--- config.mk ---
export PLATFORM = sky130hd
export DESIGN_NAME = wash_cycle_ctrl
export DESIGN_NICKNAME = d
export VERILOG_FILES = /design/src/rtl/wash_cycle_ctrl.sv
export SDC_FILE = /design/constraint.sdc
export NUM_CORES = 1
export LEC_CHECK = 0
export CAP_MARGIN = 30
export CORE_AREA = 2 2 39 41
export DETAILED_ROUTE_END_ITERATION = 8
export DIE_AREA = 0 0 41 43
export PLACE_DENSITY = 0.65
export SETUP_SLACK_MARGIN = 0.05
export SYNTH_ARGS = -nofsm -noshare
export SYNTH_HDL_FRONTEND = slang
export SYNTH_SLANG_ARGS = --single-unit
--- constraint.sdc ---
create_clock -name CTRL_CLK -period 1.08 [get_ports CTRL_CLK]
set_input_delay 0.27 -clock CTRL_CLK [delete_from_list [all_inputs] [get_ports CTRL_CLK]]
set_output_delay 0.27 -clock CTRL_CLK [all_outputs]
set_load 0.03 [all_outputs]
--- src/rtl/wash_cycle_ctrl.sv ---
// wash_cycle_ctrl: washing-machine main sequencer.
// Phase order: coin -> FILL -> WASH -> RINSE -> (optional extra WASH/RINSE passes) -> SPIN -> IDLE.
// It drives the minute counter's enable and clear, and consumes the counter's terminal pulses.
// Optional door interlock: define DOOR_INTERLOCK_EN to gate coin acceptance and phase progress on door_open.
module wash_cycle_ctrl #(
    parameter int DOUBLE_PASSES = 2,
    parameter int STATE_W       = 3
) (
    input  logic               CTRL_CLK,
    input  logic               CTRL_RST,
    input  logic               coin_in,
    input  logic               double_wash,
    input  logic               timer_pause,
    input  logic               door_open,
    input  logic               one_min,
    input  logic               Two_min,
    input  logic               five_min,
    output logic               CNT_en,
    output logic               CNT_done,
    output logic [STATE_W-1:0] state_o,
    output logic [1:0]         pass_cnt_o,
    output logic               wash_done,
    output logic               door_lock
);

    typedef enum logic [2:0] {
        IDLE  = 3'd0,
        FILL  = 3'd1,
        WASH  = 3'd2,
        RINSE = 3'd3,
        SPIN  = 3'd4
    } state_t;

    state_t     state_r;
    state_t     next_state_s;
    logic       dbl_latched_r;
    logic [1:0] pass_cnt_r;
    logic       wash_done_r;

    logic       run_s;        // door permits phase progress
    logic       coin_ok_s;    // door permits a coin to start the cycle
    logic       start_s;      // coin accepted this cycle
    logic       pass_inc_s;   // rinse finished this cycle
    logic       set_done_s;   // spin finished this cycle
    logic [2:0] pass_next_s;
    logic       more_pass_s;

`ifdef DOOR_INTERLOCK_EN
    assign run_s     = ~door_open;
    assign coin_ok_s = ~door_open;
    assign door_lock = (state_r != IDLE);
`else
    logic door_unused_s;
    assign door_unused_s = door_open;
    assign run_s         = 1'b1;
    assign coin_ok_s     = 1'b1;
    assign door_lock     = 1'b0;
`endif

    // Pass count after the rinse currently in progress finishes, and whether another wash pass follows.
    assign pass_next_s = {1'b0, pass_cnt_r} + 3'd1;
    assign more_pass_s = dbl_latched_r && (pass_next_s < 3'(DOUBLE_PASSES));

    // Next-state logic plus the Mealy counter enable and clear for the current phase.
    always_comb begin
        next_state_s = state_r;
        CNT_en       = 1'b0;
        CNT_done     = 1'b0;
        start_s      = 1'b0;
        pass_inc_s   = 1'b0;
        set_done_s   = 1'b0;
        case (state_r)
            IDLE: begin
                CNT_done = 1'b1;
                if (coin_in && coin_ok_s) begin
                    next_state_s = FILL;
                    start_s      = 1'b1;
                end else begin
                    next_state_s = IDLE;
                end
            end
            FILL: begin
                CNT_en = run_s;
                if (run_s && one_min) begin
                    CNT_done     = 1'b1;
                    next_state_s = WASH;
                end else begin
                    next_state_s = FILL;
                end
            end
            WASH: begin
                CNT_en = run_s;
                if (run_s && five_min) begin
                    CNT_done     = 1'b1;
                    next_state_s = RINSE;
                end else begin
                    next_state_s = WASH;
                end
            end
            RINSE: begin
                CNT_en = run_s;
                if (run_s && Two_min) begin
                    CNT_done     = 1'b1;
                    pass_inc_s   = 1'b1;
                    next_state_s = more_pass_s ? WASH : SPIN;
                end else begin
                    next_state_s = RINSE;
                end
            end
            SPIN: begin
                CNT_en = run_s && !timer_pause;
                if (run_s && !timer_pause && one_min) begin
                    CNT_done     = 1'b1;
                    set_done_s   = 1'b1;
                    next_state_s = IDLE;
                end else begin
                    next_state_s = SPIN;
                end
            end
            default: begin
                next_state_s = IDLE;
            end
        endcase
    end

    // State register and cycle bookkeeping (double-wash latch, pass count, done flag).
    always_ff @(posedge CTRL_CLK) begin
        if (CTRL_RST) begin
            state_r       <= IDLE;
            dbl_latched_r <= 1'b0;
            pass_cnt_r    <= 2'd0;
            wash_done_r   <= 1'b0;
        end else begin
            state_r <= next_state_s;
            if (start_s) begin
                dbl_latched_r <= double_wash;
                pass_cnt_r    <= 2'd0;
                wash_done_r   <= 1'b0;
            end else begin
                if (pass_inc_s) begin
                    pass_cnt_r <= (pass_cnt_r == 2'd3) ? 2'd3 : pass_next_s[1:0];
                end
                if (set_done_s) begin
                    wash_done_r <= 1'b1;
                end
            end
        end
    end

    assign state_o    = STATE_W'(state_r);
    assign pass_cnt_o = pass_cnt_r;
    assign wash_done  = wash_done_r;

endmodule

# After elaboration in Yosys (flattened, before gate mapping)
# Index checks and enable logic that the tools add are counted.
# totals
in_bits	9
output_inout_bits	9
ff_bits	7
# op_classes
magnitude_cmp	1
eq_ne	5
n_mux	18
n_addsub	1
reduce_logical	6
# ops
operator	n
one-hot mux 3 bit (5 select lines)	1
2-to-1 mux 1 bit	10
2-to-1 mux 3 bit	3
== test 3 x 2 -> 1 bit (second input constant)	2
one-hot mux 1 bit (5 select lines)	1
2-to-1 mux 2 bit	2
adder 2 x 1 -> 3 bit (second input constant)	1
== test 3 x 1 -> 1 bit (second input constant)	1
== test 3 bit (second input constant)	1
zero test 3 bit	1
< comparator 3 x 2 -> 1 bit (second input constant)	1
OR reduction 3 bit	1
== test 2 bit (second input constant)	1
logical AND 1 bit	2
one-hot mux 1 bit (2 select lines)	1
OR reduction 2 bit	1
zero test 1 bit	1

# Depth between registers and ports, before layout
# Gate-level depths: netlist of the first run.
# logic_depth
word_depth	6
depth_mapped	4
mapped_depth_nobuf	3

# Least setup slack after synthesis of the first run
# No wires, ideal clock.
# synth_path
kind	register to output
startpoint	register state_r[0], in the netlist state_o[0]
endpoint	output port CNT_en
stages_incl_launch_ff	4
setup_slack_ps	-638
arrival_time_ps	1448
path_cell_list	dfxtp_1 -> buf_6 -> nor2_1 -> o21ai_0
# synth_between
elab_chain_len	3
elab_cells_between_ends	6
cone_classes	4 x eq/ne; 1 x mux; 1 x reduce/logical
# synth_rtl
item	line_no	rtl
start: declaration	34	state_t state_r;
start signal: assignment	134	state_r <= next_state_s;
== test 3 x 2 -> 1 bit or == test 3 x 1 -> 1 bit (tied branches)	72	case (state_r)
OR reduction 3 bit (no source line)	n/a	
one-hot mux 1 bit (2 select lines) (*)	72	
end: declaration	18	output logic CNT_en,
# Mark *: on every way between the ends. The rest lies on a longest branch, timed or not.

# Final worst setup path of the first run
# layout_path
startpoint	register state_r[0], in the netlist state_o[0]
endpoint	output port CNT_done
# layout_between
elab_chain_len	2
elab_cells_between_ends	6
cone_classes	4 x eq/ne; 1 x mux; 1 x reduce/logical
# layout_rtl
item	line_no	rtl
== test 3 bit, or another cell as far along	72	
one-hot mux 1 bit (5 select lines) (*)	72	
end: declaration	19	output logic CNT_done,
# Marked as above.

==> results.py, run 1 <==
metrics = {
    "timing": {
        "final_period_minus_worst_setup_slack_ps": 1440,
        "maxClockFrequency_ghz": 0.6944,
        "hold_violations": 0,
        "tcrit_tclk_final": 1.333,
        "layout_setup_ws_ps": -360.1,
        "slew_violations": 0,
        "final.setup_skew_ps": 4.878,
        "whs_ps": 505.2,
        "setup_repair_after_global_routing_missed_its_margin": "yes",
        "setup-violations-final": 14,
    },
    "setup_path": {
        "path_buf_inv": 1,
        "largest_delay_contributor_family_on_the_critical_path": "flip-flops",
        "worst-endpoint-required_ps": 810,
        "rr_worst_depth": 5,
        "type_of_the_worst_setup_path": "register to output port",
        "critPathCaptureType": "output port",
        "timing_endpoint_of_the_critical_path": "CNT_done",
        "rrSetupSlack_ps": -200,
        "critical_path.reg2reg.startpoint": "state_o[0]$_SDFF_PP0_",
        "timing.critical_path.fanout_max": 4,
        "timing.critical_path.slowest_stage_cell": "sky130_fd_sc_hd__dfxtp_4",
        "list_of_cells_traversed_by_the_critical_path": "mux2i_1 > o21ai_1 > o31a_2 > buf_6",
        "cp.depth": 4,
        "cpPeakStageDelay_ps": 360,
        "worst_r2r_endpoint": "pass_cnt_o[0]$_SDFFE_PP0P_",
        "timing.critical_path.arrival_ps": 1170,
        "cp-start-kind": "register",
        "crit_start": "state_o[0]$_SDFF_PP0_",
    },
    "placed_design": {
        "globalplace.congestion": 0.6748,
        "port_buffers": 15,
        "postPlaceCellArea_um2": 673.1,
        "hpwlAfterDp_um": 830,
        "dp_cells": 85,
    },
    "status": {
        "failed_checks": "negative setup slack",
        "run_status": "complete, but fails checks",
    },
    "clock_tree": {
        "worst_skew_pair.late_latency_ps": 250,
        "number_of_buffers_added_by_the_clock_tree_synthesis_step": 3,
        "path_clk_slew_ps": 60,
        "numClockSinks": 7,
        "clock_tree.root_cell": "sky130_fd_sc_hd__clkbuf_4",
        "htreeDepth": 1,
        "ctsHoldBuffers": 0,
        "cts-root-to-sink-buffers": 2,
        "clock_tree_from_tritoncts": "yes",
    },
    "pwr": {
        "clock_power_share": 0.289,
        "leakage_nw": 0.3593,
        "total_switching_power_uw": 257.2,
        "power.share.sequential": 0.340,
        "vdd_drop_max_uv": 645.7,
        "netSwitchingFraction": 0.3082,
        "power.density_cell_area_nw_per_um2": 1011,
        "power.share.combinational": 0.371,
        "internal-power_uw": 577.4,
    },
    "global_route": {
        "grt_use_total": 0.1690,
        "grt_first_pass_wirelength_mm": 1.938,
        "first_global_vias": 448,
        "grt_max_degree": 8,
        "gr-total-overflow": 0,
        "number_of_antenna_violations_at_the_first_check_in_global_routing": 0,
    },
    "synthesis": {
        "synthTopCellsByCount": "sky130_fd_sc_hd__dfxtp_1, sky130_fd_sc_hd__nor2_1, sky130_fd_sc_hd__a21oi_1",
        "proportion_of_register_bits_with_asynchronous_set_or_reset_after_synthesis": 0,
        "yosys_warnings": 0,
        "yosysTopAreaCellShare": 0.3314,
        "postSynthNetCount": 52,
        "syn_area_cell_um2": 9.835,
        "synth.area.top_cells": "sky130_fd_sc_hd__dfxtp_1, sky130_fd_sc_hd__nor4b_4, sky130_fd_sc_hd__buf_6, sky130_fd_sc_hd__mux2i_1, sky130_fd_sc_hd__a21oi_1",
        "synth_flop_cell": "sky130_fd_sc_hd__dfxtp_1",
        "synthesis.area_um2": 422.9,
        "yosys.cell_types.count": 28,
        "post_synth_inst_count": 43,
        "yosys.cell_count.top_type": "sky130_fd_sc_hd__dfxtp_1",
        "ys_ff_latch": 7,
        "yosysSeqAreaShare": 0.3314,
        "synth_enable_flop_cells": 0,
        "yosysTopAreaCell": "sky130_fd_sc_hd__dfxtp_1",
    },
    "cells_and_area": {
        "design.final.nets": 88,
        "post_route_cells_drive_above_1_share": 0.6538,
        "antenna_cells": 0,
        "final-instance-count-excl-fill": 94,
        "fill_cell_total_of_the_finished_layout": 126,
        "syn_to_final_growth_pct": 95.27,
        "final_design_area_no_fill_um2": 825.8,
    },
    "routing": {
        "drtIter0Drc": 0,
        "via_per_inst": 4.787,
        "detailedRoute.firstPassIterationCount": 1,
        "drc_errors": 0,
        "antenna_violating_nets_post_route": 0,
        "routed-via-count": 450,
        "finalWirelength_mm": 1.257,
        "wl_per_cell_um": 13.37,
    },
    "floorplanning": {
        "die_w_um": 41,
        "fp.coreArea_um2": 1384,
        "placement_rows": 14,
        "floorplan.die.height_um": 43,
        "boundaryPins": 18,
        "starting_density_of_the_core": 0.3056,
        "dieArea_um2": 1763,
    },
    "hold_path": {
        "hp-class": "register to register",
    },
    "flow_run": {
        "timing.max_cap.violations": 0,
    },
}
==> timing repair <==
item,CTS,global route
resized for setup,21,6
pin swaps,5,1
setup buffers,5,0
endpoints found under the setup margin,14,15
gates cloned,0,0
==> worst min-delay path by stage <==
stage / cells past startpoint / end / startpoint / slack [ps]
floorplan: 1 / state_o[0]$_SDFF_PP0_ / CTRL_RST / 330
global placement: 2 / dbl_latched_r$_SDFFE_PP0P_ / dbl_latched_r$_SDFFE_PP0P_ / 480
detailed placement: 2 / dbl_latched_r$_SDFFE_PP0P_ / dbl_latched_r$_SDFFE_PP0P_ / 490
CTS: 2 / dbl_latched_r$_SDFFE_PP0P_ / dbl_latched_r$_SDFFE_PP0P_ / 500
global route: 2 / dbl_latched_r$_SDFFE_PP0P_ / dbl_latched_r$_SDFFE_PP0P_ / 520
finish: 2 / dbl_latched_r$_SDFFE_PP0P_ / dbl_latched_r$_SDFFE_PP0P_ / 510
==> sequential cells by signal (all words and copies together) (netlist names) <==
register / count
state_o: 3
dbl_latched_r: 1
wash_done: 1
pass_cnt_o: 2
==> layout by cell type (no fill, tap or decap) <==
cell,instances
sky130_fd_sc_hd__nor2_1,3
sky130_fd_sc_hd__nor3_1,2
sky130_fd_sc_hd__dfxtp_2,2
sky130_fd_sc_hd__dfxtp_4,4
sky130_fd_sc_hd__nor3_2,1
sky130_fd_sc_hd__clkdlybuf4s15_1,1
sky130_fd_sc_hd__dfxtp_1,1
sky130_fd_sc_hd__a21oi_2,1
sky130_fd_sc_hd__a41o_2,1
sky130_fd_sc_hd__nand2b_4,1
sky130_fd_sc_hd__o21ai_1,1
sky130_fd_sc_hd__mux2i_1,2
sky130_fd_sc_hd__inv_1,1
sky130_fd_sc_hd__o21ai_2,1
sky130_fd_sc_hd__and4b_2,1
sky130_fd_sc_hd__o31a_2,1
sky130_fd_sc_hd__a2111oi_4,1
sky130_fd_sc_hd__conb_1,1
sky130_fd_sc_hd__nor2_2,1
sky130_fd_sc_hd__a41oi_1,1
sky130_fd_sc_hd__a32oi_1,1
sky130_fd_sc_hd__a21oi_1,2
sky130_fd_sc_hd__nand3_1,1
sky130_fd_sc_hd__nor4b_4,1
sky130_fd_sc_hd__clkbuf_1,1
sky130_fd_sc_hd__dlygate4sd2_1,3
sky130_fd_sc_hd__mux2_4,1
sky130_fd_sc_hd__or3b_4,1
sky130_fd_sc_hd__nor2b_1,1
sky130_fd_sc_hd__nor4b_2,1
sky130_fd_sc_hd__clkdlybuf4s50_1,3
sky130_fd_sc_hd__a211oi_2,1
sky130_fd_sc_hd__and2b_1,1
sky130_fd_sc_hd__clkbuf_4,3
sky130_fd_sc_hd__buf_6,14
sky130_fd_sc_hd__nand3b_1,1
sky130_fd_sc_hd__buf_4,14
==> worst min-delay path, delay by kind of cell (launching register included) <==
family	cells	cell delay, ps
flops	1	320
mux	1	70
simple gates	1	80
==> final cells by class <==
cell class	count	area [µm²]	share of cell area
sequential	7	157.7	0.1909
clock buffer	4	26.28	0.03182
tap	16	20.02	0.02424
timing repair buffer	35	329.1	0.3985
multi-input combinational	31	289.0	0.3500
inverter	1	3.754	0.004545
==> cells by family after synthesis <==
| kind of cell | count (synthesis) | share of synthesized area |
|---|---|---|
| DFF | 7 | 0.3314 |
| buffers and inverters | 5 | 0.09170 |
| muxes | 3 | 0.08283 |
| AOI/OAI and AO/OA | 11 | 0.2041 |
| other | 1 | 0.008867 |
| and+or+nand+nor | 16 | 0.2811 |
==> power by group through the flow <==
stage	clock, mW	combinational, mW	sequential (mW)
finish	0.241	0.310	0.284
global route	0.265	0.330	0.286
CTS	0.244	0.292	0.283
detailed placement	0	0.245	0.296
global placement	0	0.244	0.296
floorplan	0	0.144	0.295
==> metrics by stage <==
step | TNS, ps | setup slack (ps) | utilization | total power [mW]
floorplan | -685.3 | -172.5 | - | 0.4393
CTS | -1974 | -363.6 | 0.5750 | 0.8197
finish | -1981 | -360.1 | 0.5967 | 0.8346
global placement | -3306 | -562.3 | 0.4864 | 0.5396
global route | -2671 | -421.9 | 0.5967 | 0.8810
detailed placement | -3381 | -567.0 | 0.4864 | 0.5414
==> routing by layer <==
| layer | track usage | wire length (µm) | vias up |
|---|---|---|---|
| met2 | 0.2625 | 648 | 13 |
| met3 | 0.04712 | 67 | 5 |
| li1 | - | - | 231 |
| met1 | 0.1942 | 510 | 201 |
| met4 | 0.1000 | 30 | 0 |
| met5 | 0 | 0 | - |
(Power assumes the default switching activity.)
==> inputs of run 2 (changes only) <==
- TNS_END_PERCENT: not set -> 20
==> run 2 against run 1 <==
  * The run still ends with negative setup slack left
  * Register-to-register slack improved by 30 ps
  * First-iteration DRC count unchanged
  * Critical path depth unchanged
  * Global-route usage decreased by 3.1 points
  * Final cell count decreased by 3.2%
  * Worst hold slack better by 3.2 ps
  * Sequential share of layout area increased by 1.6 points
  * Fmax rose by 0.50%
  * Via count is 3.6% lower
  * Routed wire length shrank 16%
  * Largest power group is now registers
==> results.py, run 2 (synthesis results as in run 1) <==
metrics = {
    "status": {
        "run_status": "complete, but fails checks",
        "failed_checks": "negative setup slack",
    },
    "cells_and_area": {
        "most-common-layout-cells": "sky130_fd_sc_hd__buf_4, sky130_fd_sc_hd__buf_6, sky130_fd_sc_hd__dlygate4sd2_1",
        "layout.core_utilization": 0.5380,
        "final_common_cell": "sky130_fd_sc_hd__buf_4",
        "design.final.nets": 85,
        "fill_cell_total_of_the_finished_layout": 137,
        "largest_reg_flops": 3,
        "antenna_cells": 0,
        "post_route_cells_drive_above_1_share": 0.5600,
        "syn_to_final_growth_pct": 76.04,
    },
    "clock_tree": {
        "numClockSinks": 7,
        "htreeDepth": 1,
        "cts-root-to-sink-buffers": 2,
        "path_clk_slew_ps": 50,
        "worst_skew_pair.late_latency_ps": 250,
        "clock_tree.root_cell": "sky130_fd_sc_hd__clkbuf_4",
        "clock_tree_from_tritoncts": "yes",
        "number_of_buffers_added_by_the_clock_tree_synthesis_step": 3,
    },
    "floorplanning": {
        "dieArea_um2": 1763,
        "starting_density_of_the_core": 0.3056,
        "boundaryPins": 18,
        "die_w_um": 41,
        "floorplan.die.height_um": 43,
        "placement_rows": 14,
        "fp.coreArea_um2": 1384,
    },
    "timing": {
        "tcrit_tclk_final": 1.327,
        "final.setup_skew_ps": 0.4534,
        "setup-violations-final": 11,
        "hold_violations": 0,
        "layout_setup_ws_ps": -352.9,
        "slew_violations": 0,
        "maxClockFrequency_ghz": 0.6979,
        "final_period_minus_worst_setup_slack_ps": 1433,
        "tns_ps": -1670,
        "setup_repair_after_global_routing_missed_its_margin": "yes",
    },
    "setup_path": {
        "worst-endpoint-required_ps": 810,
        "list_of_cells_traversed_by_the_critical_path": "dlygate4sd2_1 > nor2b_1 > o31a_2 > buf_6",
        "type_of_the_worst_setup_path": "primary input to output port",
        "rrSetupSlack_ps": -170,
        "timing.critical_path.slowest_stage_cell": "sky130_fd_sc_hd__o31a_2",
        "timing.critical_path.arrival_ps": 1160,
        "path_buf_inv": 2,
        "largest_delay_contributor_family_on_the_critical_path": "buffers and inverters",
        "timing.critical_path.fanout_max": 3,
        "cpPeakStageDelay_ps": 320,
        "cp-start-kind": "primary input",
        "critPathCaptureType": "output port",
    },
    "global_route": {
        "grt_use_total": 0.1376,
        "grt_first_pass_wirelength_mm": 1.600,
        "gr-total-overflow": 0,
        "grt_max_degree": 12,
        "first_global_vias": 422,
        "number_of_antenna_violations_at_the_first_check_in_global_routing": 0,
    },
    "placed_design": {
        "port_buffers": 15,
        "globalplace.congestion": 0.6670,
        "hpwlAfterDp_um": 797.5,
    },
    "hold_path": {
        "hp-class": "register to register",
    },
    "pwr": {
        "power.density_cell_area_nw_per_um2": 1060,
        "vdd_drop_max_uv": 519.9,
        "leakage_nw": 0.3294,
    },
    "routing": {
        "drc_errors": 0,
        "finalWirelength_mm": 1.052,
        "via_per_inst": 4.769,
        "drtIter0Drc": 0,
        "routed-via-count": 434,
        "detailedRoute.firstPassIterationCount": 1,
        "antenna_violating_nets_post_route": 0,
        "wl_per_cell_um": 11.56,
    },
    "flow_run": {
        "timing.max_cap.violations": 0,
    },
}
-- run 2: layer usage --
layer	vias up	track usage	wire, µm
met5	-	0	0
met4	0	0.1400	19
li1	225	-	-
met2	14	0.1938	515
met3	2	0.02094	69
met1	193	0.1608	447
-- run 2: area by class of cell --
| type | count | area (µm²) | area share |
|---|---|---|---|
| well taps | 16 | 20.02 | 0.02689 |
| clock buffers | 4 | 26.28 | 0.03529 |
| multi-input cells | 31 | 257.7 | 0.3462 |
| inverters | 1 | 3.754 | 0.005042 |
| flip-flops and latches | 7 | 153.9 | 0.2067 |
| repair buffers | 32 | 282.8 | 0.3798 |
-- run 2: path summary, 6_finish.rpt --
check	from	to	cells after the start
worst min register to register	dbl_latched_r$_SDFFE_PP0P_	dbl_latched_r$_SDFFE_PP0P_	2
worst min-delay path	dbl_latched_r$_SDFFE_PP0P_	dbl_latched_r$_SDFFE_PP0P_	2
worst max register to register	state_o[0]$_SDFF_PP0_	dbl_latched_r$_SDFFE_PP0P_	5
worst max-delay path	one_min	CNT_done	4
-- run 2: stage by stage --
step / power [mW] / setup WS [ps] / area [µm²] / std cells / hold WS (ps)
final: 0.7889 / -352.9 / 744.5 / 91 / 508.3
after global routing: 0.8410 / -378.3 / 744.5 / 91 / 552.2
after CTS: 0.8060 / -368.0 / 730.7 / 91 / 506.7
after detailed placement: 0.5485 / -588.1 / 668.1 / 85 / 494.6
after global placement: 0.5439 / -549.6 / 668.1 / 85 / 481.0
after floorplan: 0.4416 / -172.5 / 446.7 / 43 / 329.6
-- run 2: worst min-delay path: stages (launching register included) --
cell and delay [ps]:
sky130_fd_sc_hd__dfxtp_1 330, sky130_fd_sc_hd__mux2i_1 70, sky130_fd_sc_hd__nor2_1 70
-- run 2: report_power, final --
| part | switching [mW] | internal [mW] | leakage (nW) |
|---|---|---|---|
| logic | 0.121 | 0.148 | 0.254 |
| clock network | 0.0898 | 0.141 | 0.0150 |
| registers | 0.0205 | 0.269 | 0.0601 |
-- run 2: what timing repair did --
item | in CTS | in global routing
hold buffers | 0 | 0
hold endpoints to repair | 0 | 0
setup buffers | 2 | 0
resized for setup | 10 | 5
pin swaps | 3 | 1
cloned | 0 | 0
setup endpoints to repair | 14 | 15
==> inputs of run 3 (changes only) <==
- ABC_CLOCK_PERIOD_IN_PS: not set -> 1080
==> results of run 3 <==
Same layout as run 2: the final DEF is identical, and so are final timing and power.
